==> src/rtl/ifetch_unit.sv <==
// ---------------------------------------------------------------------------
// ifetch_unit
//
// Instruction-fetch stage that sits directly ahead of the single-cycle
// controller/datapath. It owns the architectural PC and fetches one
// instruction at a time from a variable-latency instruction memory. It holds
// the returned word stable for decode until the core retires it, then picks
// the next PC from PCSrc/PCTarget.
//
// Handshake: a fetch is offered while imem_req is high, and imem_addr (= PC)
// is held stable until imem_gnt is seen. Exactly one response is then
// expected; imem_rvalid qualifies imem_rdata. A response that does not
// arrive within MAX_WAIT cycles of the grant is a bus error. On the core side,
// instr_valid marks Instr/PC as decodable, and advance in a valid cycle
// retires the instruction.
//
// Ports:
//   clk, reset                 clock, synchronous active-high reset
//   PCSrc, PCTarget            next-PC select (1 = target, 0 = PC+4)
//   advance                    core retires the held instruction
//   imem_req, imem_addr        fetch request / address (always PC)
//   imem_gnt                   request accepted
//   imem_rvalid, imem_rdata    response valid / instruction word
//   PC, PCPlus4                current PC and PC+4 (wraps mod 2^32)
//   Instr, instr_valid         held instruction and its valid flag
//   misaligned_fault           sticky: retired to a target with [1:0] != 0
//   bus_error                  sticky: response timeout
//   dbg_state                  current FSM state (0 FETCH, 1 WAIT, 2 READY, 3 HALT)
// ---------------------------------------------------------------------------
module ifetch_unit #(
    parameter logic [31:0] RESET_PC = 32'h0000_0000,
    parameter int unsigned MAX_WAIT = 16
) (
    input  logic        clk,
    input  logic        reset,
    input  logic        PCSrc,
    input  logic [31:0] PCTarget,
    input  logic        advance,
    output logic        imem_req,
    output logic [31:0] imem_addr,
    input  logic        imem_gnt,
    input  logic        imem_rvalid,
    input  logic [31:0] imem_rdata,
    output logic [31:0] PC,
    output logic [31:0] PCPlus4,
    output logic [31:0] Instr,
    output logic        instr_valid,
    output logic        misaligned_fault,
    output logic        bus_error,
    output logic [1:0]  dbg_state
);

    localparam logic [31:0] NOP       = 32'h0000_0013;
    // Last counter value at which the WAIT state may still see a response.
    localparam logic [7:0]  WAIT_LAST = 8'(MAX_WAIT - 1);

    typedef enum logic [1:0] {
        S_FETCH = 2'd0,
        S_WAIT  = 2'd1,
        S_READY = 2'd2,
        S_HALT  = 2'd3
    } state_t;

    state_t      state_q, state_d;
    logic [31:0] pc_q, pc_d;
    logic [31:0] instr_q, instr_d;
    logic [7:0]  cnt_q, cnt_d;
    logic        mis_q, mis_d;
    logic        berr_q, berr_d;
    logic [31:0] pc_plus4;

    assign pc_plus4 = pc_q + 32'd4;

    always_ff @(posedge clk) begin
        if (reset) begin
            state_q <= S_FETCH;
            pc_q    <= RESET_PC;
            instr_q <= NOP;
            cnt_q   <= '0;
            mis_q   <= 1'b0;
            berr_q  <= 1'b0;
        end else begin
            state_q <= state_d;
            pc_q    <= pc_d;
            instr_q <= instr_d;
            cnt_q   <= cnt_d;
            mis_q   <= mis_d;
            berr_q  <= berr_d;
        end
    end

    always_comb begin
        state_d     = state_q;
        pc_d        = pc_q;
        instr_d     = instr_q;
        cnt_d       = cnt_q;
        mis_d       = mis_q;
        berr_d      = berr_q;
        imem_req    = 1'b0;
        instr_valid = 1'b0;

        case (state_q)
            S_FETCH: begin
                // The reset cycle itself must not present a request.
                imem_req = !reset;
                if (imem_gnt) begin
                    state_d = S_WAIT;
                    cnt_d   = '0;
                end
            end
            S_WAIT: begin
                // A response in the final allowed cycle still wins over the timeout.
                if (imem_rvalid) begin
                    instr_d = imem_rdata;
                    state_d = S_READY;
                end else if (cnt_q == WAIT_LAST) begin
                    berr_d  = 1'b1;
                    state_d = S_HALT;
                end else begin
                    cnt_d = cnt_q + 8'd1;
                end
            end
            S_READY: begin
                instr_valid = !reset;
                if (advance) begin
                    if (!PCSrc) begin
                        pc_d    = pc_plus4;
                        state_d = S_FETCH;
                    end else if (PCTarget[1:0] == 2'b00) begin
                        pc_d    = PCTarget;
                        state_d = S_FETCH;
                    end else begin
                        // PC stays on the faulting instruction for post-mortem.
                        mis_d   = 1'b1;
                        state_d = S_HALT;
                    end
                end
            end
            default: begin
                // S_HALT: frozen until reset.
            end
        endcase
    end

    assign imem_addr        = pc_q;
    assign PC               = pc_q;
    assign PCPlus4          = pc_plus4;
    assign Instr            = instr_q;
    assign misaligned_fault = mis_q;
    assign bus_error        = berr_q;
    assign dbg_state        = state_q;

endmodule

==> config.mk <==
export PLATFORM = sky130hd
export DESIGN_NAME = ifetch_unit
export DESIGN_NICKNAME = d
export VERILOG_FILES = /design/src/rtl/ifetch_unit.sv
export SDC_FILE = /design/constraint.sdc
export NUM_CORES = 1
export LEC_CHECK = 0
export ABC_CLOCK_PERIOD_IN_PS = 2700
export CAP_MARGIN = 20
export CORE_MARGIN = 3
export CORE_UTILIZATION = 35
export CTS_CLUSTER_DIAMETER = 120
export DETAILED_ROUTE_END_ITERATION = 10
export PLACE_DENSITY = 0.78
export SYNTH_ARGS = -nofsm -noshare
export SYNTH_HDL_FRONTEND = slang
export SYNTH_SLANG_ARGS = --single-unit
==> constraint.sdc <==
create_clock -name clk -period 2.7 [get_ports clk]
set_input_delay 0.675 -clock clk [delete_from_list [all_inputs] [get_ports clk]]
set_output_delay 0.675 -clock clk [all_outputs]
set_load 0.005 [all_outputs]
==> flow_summary.yaml, run 1 <==
timing:
  fin_tns_setup_ps: -190
  setup_ws_ps: -43.7
  finalCritPeriodShare_pct: 102
  hold_viol: 0
  clock_skew_ps: 9.47
  rsz0062_at_grt: "true"
  timing.final.max_slew_violations: 0
  post-route-min-period_ps: 2740
  worst_slew_pin_slew_ps: 717
  slew_headroom_pct: 52.0
  setup_viol: 7
  max_freq_ghz: 0.364
placed_design:
  post-place-ws_ps: -93.8
  place.gp.congestion: 0.870
  dp_hpwl_mm: 11.4
  portBuffers: 203
die:
  fp.dieW_um: 117
  coreArea_mm2: 0.0118
  rows: 39
  die_h_um: 117
  start_util_pct: 36.8
  ios: 204
  dieArea_mm2: 0.0137
global_route:
  grt_pass1_vias: 4833
  grt_pass1_wl_mm: 23.8
  overflow: 0
  antenna_found_initial: 0
  grt_start_max_net_pins: 49
  grt_util_all_layers_pct: 21.6
clock_tree:
  htree_num_levels: 3
  numCtsBuffers: 9
  cts_hold_buf: 0
  path_clk_slew_ps: 60
  clk_path_buf_depth: 2
  clock-sinks: 76
  root_buffer: "clkbuf_16"
  clkLatencyLatePin_ps: 320
  cts_tree: "yes"
synthesis:
  synth_cell_types: 53
  syn_nets: 638
  synth_seq_area_share_pct: 35.2
  synth_ff_type: "dfxtp_1"
  synthesis.area_mm2: 0.00433
  ys_ff_latch: 76
  ys_warn_count: 0
  yosysTopAreaCell: "dfxtp_1"
  postSynthCellCount: 562
  synth-edff-count: 0
  syn_avg_cell_area_um2: 7.70
  yosysMostFrequentCell: "nand2_1"
  synth.area.top_cells: "dfxtp_1 35%, nand2_1 8.8%, buf_4 5.9%"
  synth_common_cells: "102 x nand2_1, 76 x dfxtp_1, 48 x a21oi_1"
  synth.top_cell.area_share_pct: 35.2
  synth-async-reset-ratio_pct: 0
power:
  irDropWorstVdd_uv: 304
  power_leakage_nw: 2.91
  power.density_mw_per_mm2: 421
finish:
  seq_area_mm2: 0.00154
  num_antenna_cells: 0
  drive_gt1_share_pct: 22.3
  area_growth_pct: 67.2
  n_fill_cell: 987
  nNetsFinal: 860
  multi_input_area_mm2: 0.00258
drt:
  routed_wl_mm: 15.8
  wl_per_cell_um: 16.6
  vias: 4979
  drc: 0
  ant_nets: 0
  drtIter0Drc: 443
  first_pass_iters: 7
  avgViaCountPerCell: 5.22
worst_setup_path:
  required_ps: 2030
  arrival_ps: 2070
  timing.critical_path.mode_cell: "buf_6"
  slowest_stage: "dfxtp_2"
  r2r_cells: 6
  r2r_start: "dbg_state[0]$_SDFFE_PP0P_"
  cp-start-kind: "flip-flop"
  r2r-end: "PC[12]$_SDFFE_PP0P_"
  worst-setup-path-type: "flip-flop to output port"
  max_stage_delay_ps: 350
  r2r_slack_ps: 380
  path_max_fanout: 3
  setup.worst_path.end_class: "output port"
  crit_chain: "nand4_4 > buf_6 > or3_4 > nor4_4 > buf_4 > buf_6 > xor2_2 > buf_2"
run:
  max-cap-violations: 0
worst_hold_path:
  worstHoldPathType: "flip-flop to flip-flop"
  min_path_cells: 2
  min-delay-start: "Instr[5]$_SDFFE_PP0P_"
  hold_end: "Instr[5]$_SDFFE_PP0P_"
run_status:
  outcome: "finished with violations"
  violations: "negative setup slack"
## cell families after synthesis
kind of cell	count (synthesis)	synth area share, %
AND/OR/NAND/NOR	237	27.1
AO/OA/AOI/OAI	124	17.8
adder cells (fa/ha/maj)	6	1.74
flip-flops	76	35.2
buffers and inverters	79	9.98
multiplexers	5	1.16
XOR/XNOR	35	7.09
## critical path, delay by kind of cell, from the launching register on
kind                      cells  cell delay (ps)
buffers and inverters         4              570
and+or+nand+nor               3              710
DFF                           1              350
xor gates and xnor gates      1              120
## cell type report
cell class / count / area share [%]
flip-flops and latches: 76 / 21.3
repair buffers: 284 / 35.7
clock inverters: 6 / 0.882
multi-input cells: 407 / 35.7
well taps: 164 / 2.84
clock buffers: 10 / 3.17
inverters: 6 / 0.311
## cells in the final DEF (no fill, tap or decap), types with 6 or more instances in the layout
| cell type | n |
|---|---|
| a32o_1 | 7 |
| nand4_1 | 7 |
| buf_6 | 7 |
| dfxtp_2 | 12 |
| nor2b_1 | 6 |
| a21oi_1 | 48 |
| dfxtp_1 | 62 |
| a22oi_1 | 6 |
| buf_2 | 13 |
| xnor2_1 | 10 |
| and3_1 | 10 |
| xor2_1 | 20 |
| clkdlybuf4s50_1 | 178 |
| o31ai_1 | 7 |
| inv_1 | 6 |
| a31oi_1 | 10 |
| nor2_1 | 36 |
| o21ai_0 | 21 |
| buf_4 | 74 |
| clkbuf_16 | 9 |
| nand3_1 | 18 |
| nand2_1 | 99 |
## routing by layer
| layer | vias to the layer above | wire, um | global-route usage, % |
|---|---|---|---|
| met5 | - | 0 | 0 |
| met4 | 0 | 327 | 7.26 |
| met3 | 31 | 1140 | 4.52 |
| met2 | 224 | 8080 | 37.1 |
| met1 | 2352 | 6290 | 26.8 |
| li1 | 2372 | - | - |
## state kept, by name, indices dropped and copies added (netlist names)
| name | cells |
|---|---|
| dbg_state | 2 |
| cnt_q | 8 |
| PC | 32 |
| misaligned_fault | 1 |
| Instr | 32 |
| bus_error | 1 |
## what timing repair did
item | CTS | global route
gates resized for setup | 100 | 32
endpoints found under the setup margin | 24 | 18
pin swaps | 18 | 17
gates cloned | 0 | 0
buffers inserted | 14 | 6
## power by group
part,leakage (nW),switching (mW),internal (mW)
clock,0.139,0.471,0.716
sequential,0.623,0.0504,1.19
combinational,2.14,0.298,0.323
total,2.91,0.819,2.23
## through the flow
| step | power (mW) | hold slack, ps | utilization, % | instance area [um2] | cells |
|---|---|---|---|---|---|
| after floorplan | 1.55 | 453 | - | 4330 | 562 |
| after global placement | 1.85 | 441 | 56.2 | 6610 | 917 |
| after detailed placement | 1.88 | 446 | 56.2 | 6610 | 917 |
| after CTS | 3.07 | 455 | 60.4 | 7100 | 947 |
| after global routing | 3.19 | 468 | 61.5 | 7230 | 953 |
| final | 3.05 | 454 | 61.5 | 7230 | 953 |
## how the worst max path moves through the flow
stage / slack [ps] / start / to / cells past startpoint
2_1_floorplan: 200 / PC[2]$_SDFFE_PP0P_ / PCPlus4[24] / 5
3_3_place_gp: -60 / PC[2]$_SDFFE_PP0P_ / PCPlus4[22] / 7
3_5_place_dp: -90 / PC[3]$_SDFFE_PP0P_ / PCPlus4[24] / 7
4_1_cts: -90 / PC[15]$_SDFFE_PP0P_ / PCPlus4[27] / 7
5_1_grt: -150 / PC[3]$_SDFFE_PP0P_ / PCPlus4[20] / 9
6_report: -40 / PC[10]$_SDFFE_PP0P_ / PCPlus4[27] / 8
Power figures use the tool's default switching activity.
==> run 2, diff against run 1 <==
Settings changed: ABC_CLOCK_PERIOD_IN_PS 2700 to 2390, PLACE_DENSITY 0.78 to 0.81.
Clock period 2.7 ns to 2.39 ns, I/O delays scaled along.
==> run 2 against run 1 <==
  * The flow still finishes with violations (negative setup slack)
  * Global-route usage is 1.0 points higher
  * Setup slack worse by 200 ps
  * Critical path depth stayed put
  * Clock power is 26% higher
  * Count of clock-buffer cells in the layout stayed put
  * Sequential share of layout area is 1.0 points lower
  * Worst hold slack hardly changed
  * Cell count is 3.6% higher
  * Wire length is 3.5% higher
  * Sequential power is 13% higher
  * Non-clock buffer count is 34 higher
  * Final area is 5.3% higher
==> flow_summary.yaml, run 2 (synthesis results as in run 1) <==
drt:
  drtIter0Drc: 439
  routed_wl_mm: 16.4
  avgViaCountPerCell: 5.21
  vias: 5140
  wl_per_cell_um: 16.6
  drc: 0
  ant_nets: 0
  first_pass_iters: 7
placed_design:
  place.gp.congestion: 0.873
  post-place-ws_ps: -317
  portBuffers: 203
  dp_hpwl_mm: 11.4
timing:
  setup_viol: 17
  setup_ws_ps: -246
  hold_viol: 0
  max_freq_ghz: 0.379
  post-route-min-period_ps: 2640
  rsz0062_at_grt: "true"
  fin_tns_setup_ps: -1950
  slew_headroom_pct: 63.5
  clock_skew_ps: 7.09
  worst_slew_pin_slew_ps: 543
  timing.final.max_slew_violations: 0
  finalCritPeriodShare_pct: 110
global_route:
  gr-usage-met1_pct: 27.8
  grt_pass1_wl_mm: 25.0
  grt_util_all_layers_pct: 22.6
  antenna_found_initial: 0
  grt_util_met2_pct: 40.2
  top_usage_layer: "met2"
  overflow: 0
  grt_pass1_vias: 5035
  grtUsageMet3_pct: 4.22
  grt_start_max_net_pins: 45
die:
  coreArea_mm2: 0.0118
  die_h_um: 117
  start_util_pct: 36.8
  ios: 204
  fp.dieW_um: 117
  rows: 39
  dieArea_mm2: 0.0137
worst_setup_path:
  slowest_stage: "or3_4"
  required_ps: 1790
  r2r_slack_ps: 200
  max_stage_delay_ps: 380
  arrival_ps: 2040
  crit_family: "simple AND/OR/NAND/NOR gates"
  cp-start-kind: "flip-flop"
  critPathBufInv: 3
  setup.worst_path.end_class: "output port"
  worst-setup-path-type: "flip-flop to output port"
  crit_chain: "nand4_4 > or3_4 > nor4_4 > buf_4 > buf_6 > nand2_4 > xnor2_2 > buf_2"
  path_max_fanout: 5
clock_tree:
  cts_tree: "yes"
  clkLatencyLatePin_ps: 330
  clock-sinks: 76
  root_buffer: "clkbuf_16"
  cts_hold_buf: 0
  htree_num_levels: 3
  path_clk_slew_ps: 60
  numCtsBuffers: 9
  clk_path_buf_depth: 2
run_status:
  outcome: "finished with violations"
  violations: "negative setup slack"
finish:
  num_antenna_cells: 0
  final_common_cell: "clkdlybuf4s50_1"
  nNetsFinal: 894
  n_fill_cell: 948
  area_growth_pct: 76.1
  final_cell_mix: "174 x clkdlybuf4s50_1, 101 x buf_4, 98 x nand2_1, 61 x dfxtp_1, 48 x a21oi_1"
  drive_gt1_share_pct: 27.6
  utilization_pct: 64.8
power:
  p_int_mw: 2.67
  irDropWorstVdd_uv: 395
  sw_frac_of_total_pct: 26.2
  combPwrFrac_pct: 19.8
  netSwitchingPower_mw: 0.950
  p_seq_share_pct: 38.7
  p_clk_share_pct: 41.5
  power_leakage_nw: 3.21
  power.density_mw_per_mm2: 475
run:
  max-cap-violations: 0
worst_hold_path:
  worstHoldPathType: "flip-flop to flip-flop"
==> run 2: cell types whose count changed in the layout (fill, tap and decap cells not counted), moves of 3 or more <==
cell and change:
clkdlybuf4s50_1 -4, buf_2 +10, buf_6 +7, buf_4 +27, clkbuf_2 -3
==> run 2: tightest hold or removal path, stage by stage (launching register included) <==
cell and delay [ps]:
dfxtp_1 310, nand2_1 50, a21oi_1 50
==> run 2: metal layers <==
layer / vias to the layer above / wire length [um]
met5: - / 0
met4: 0 / 357
met3: 42 / 1230
met2: 250 / 8370
met1: 2423 / 6440
li1: 2425 / -
==> run 2: worst paths after layout <==
kind	start	end	cells past startpoint
worst min-delay path	Instr[2]$_SDFFE_PP0P_	Instr[2]$_SDFFE_PP0P_	2
worst min register to register	Instr[2]$_SDFFE_PP0P_	Instr[2]$_SDFFE_PP0P_	2
worst max-delay path	PC[10]$_SDFFE_PP0P_	PCPlus4[31]	8
worst max register to register	PC[10]$_SDFFE_PP0P_	PC[17]$_SDFFE_PP0P_	9
==> run 2: stage by stage <==
step / cells / hold WS [ps] / power [mW] / cell area (um2)
3_3_place_gp: 937 / 442 / 2.10 / 6760
2_1_floorplan: 562 / 453 / 1.75 / 4330
4_1_cts: 974 / 457 / 3.64 / 7440
5_1_grt: 987 / 475 / 3.79 / 7620
3_5_place_dp: 937 / 447 / 2.13 / 6760
6_report: 987 / 454 / 3.62 / 7620
==> run 2: timing repair <==
item | 4_1_cts | 5_1_grt
endpoints found under the setup margin | 26 | 25
setup buffers | 21 | 13
pin swaps | 30 | 16
resized for setup | 158 | 22
==> run 2: layout make-up <==
class,count,area [um2],share of cell area (%)
Clock inverter,6,96.3,1.26
Clock buffer,10,239,3.14
Timing Repair Buffer,318,2830,37.2
Multi-Input combinational cell,407,2670,35.1
Sequential cell,76,1550,20.3
Inverter,6,22.5,0.296
Tap cell,164,205,2.69
==> run 2: power by group through the flow <==
| stage | Clock [mW] | Combinational, mW | Sequential, mW |
|---|---|---|---|
| finish | 1.50 | 0.716 | 1.40 |
| global placement | 0 | 0.684 | 1.42 |
| CTS | 1.53 | 0.711 | 1.40 |
| floorplan | 0 | 0.325 | 1.43 |
| global route | 1.59 | 0.786 | 1.41 |
| detailed placement | 0 | 0.706 | 1.43 |
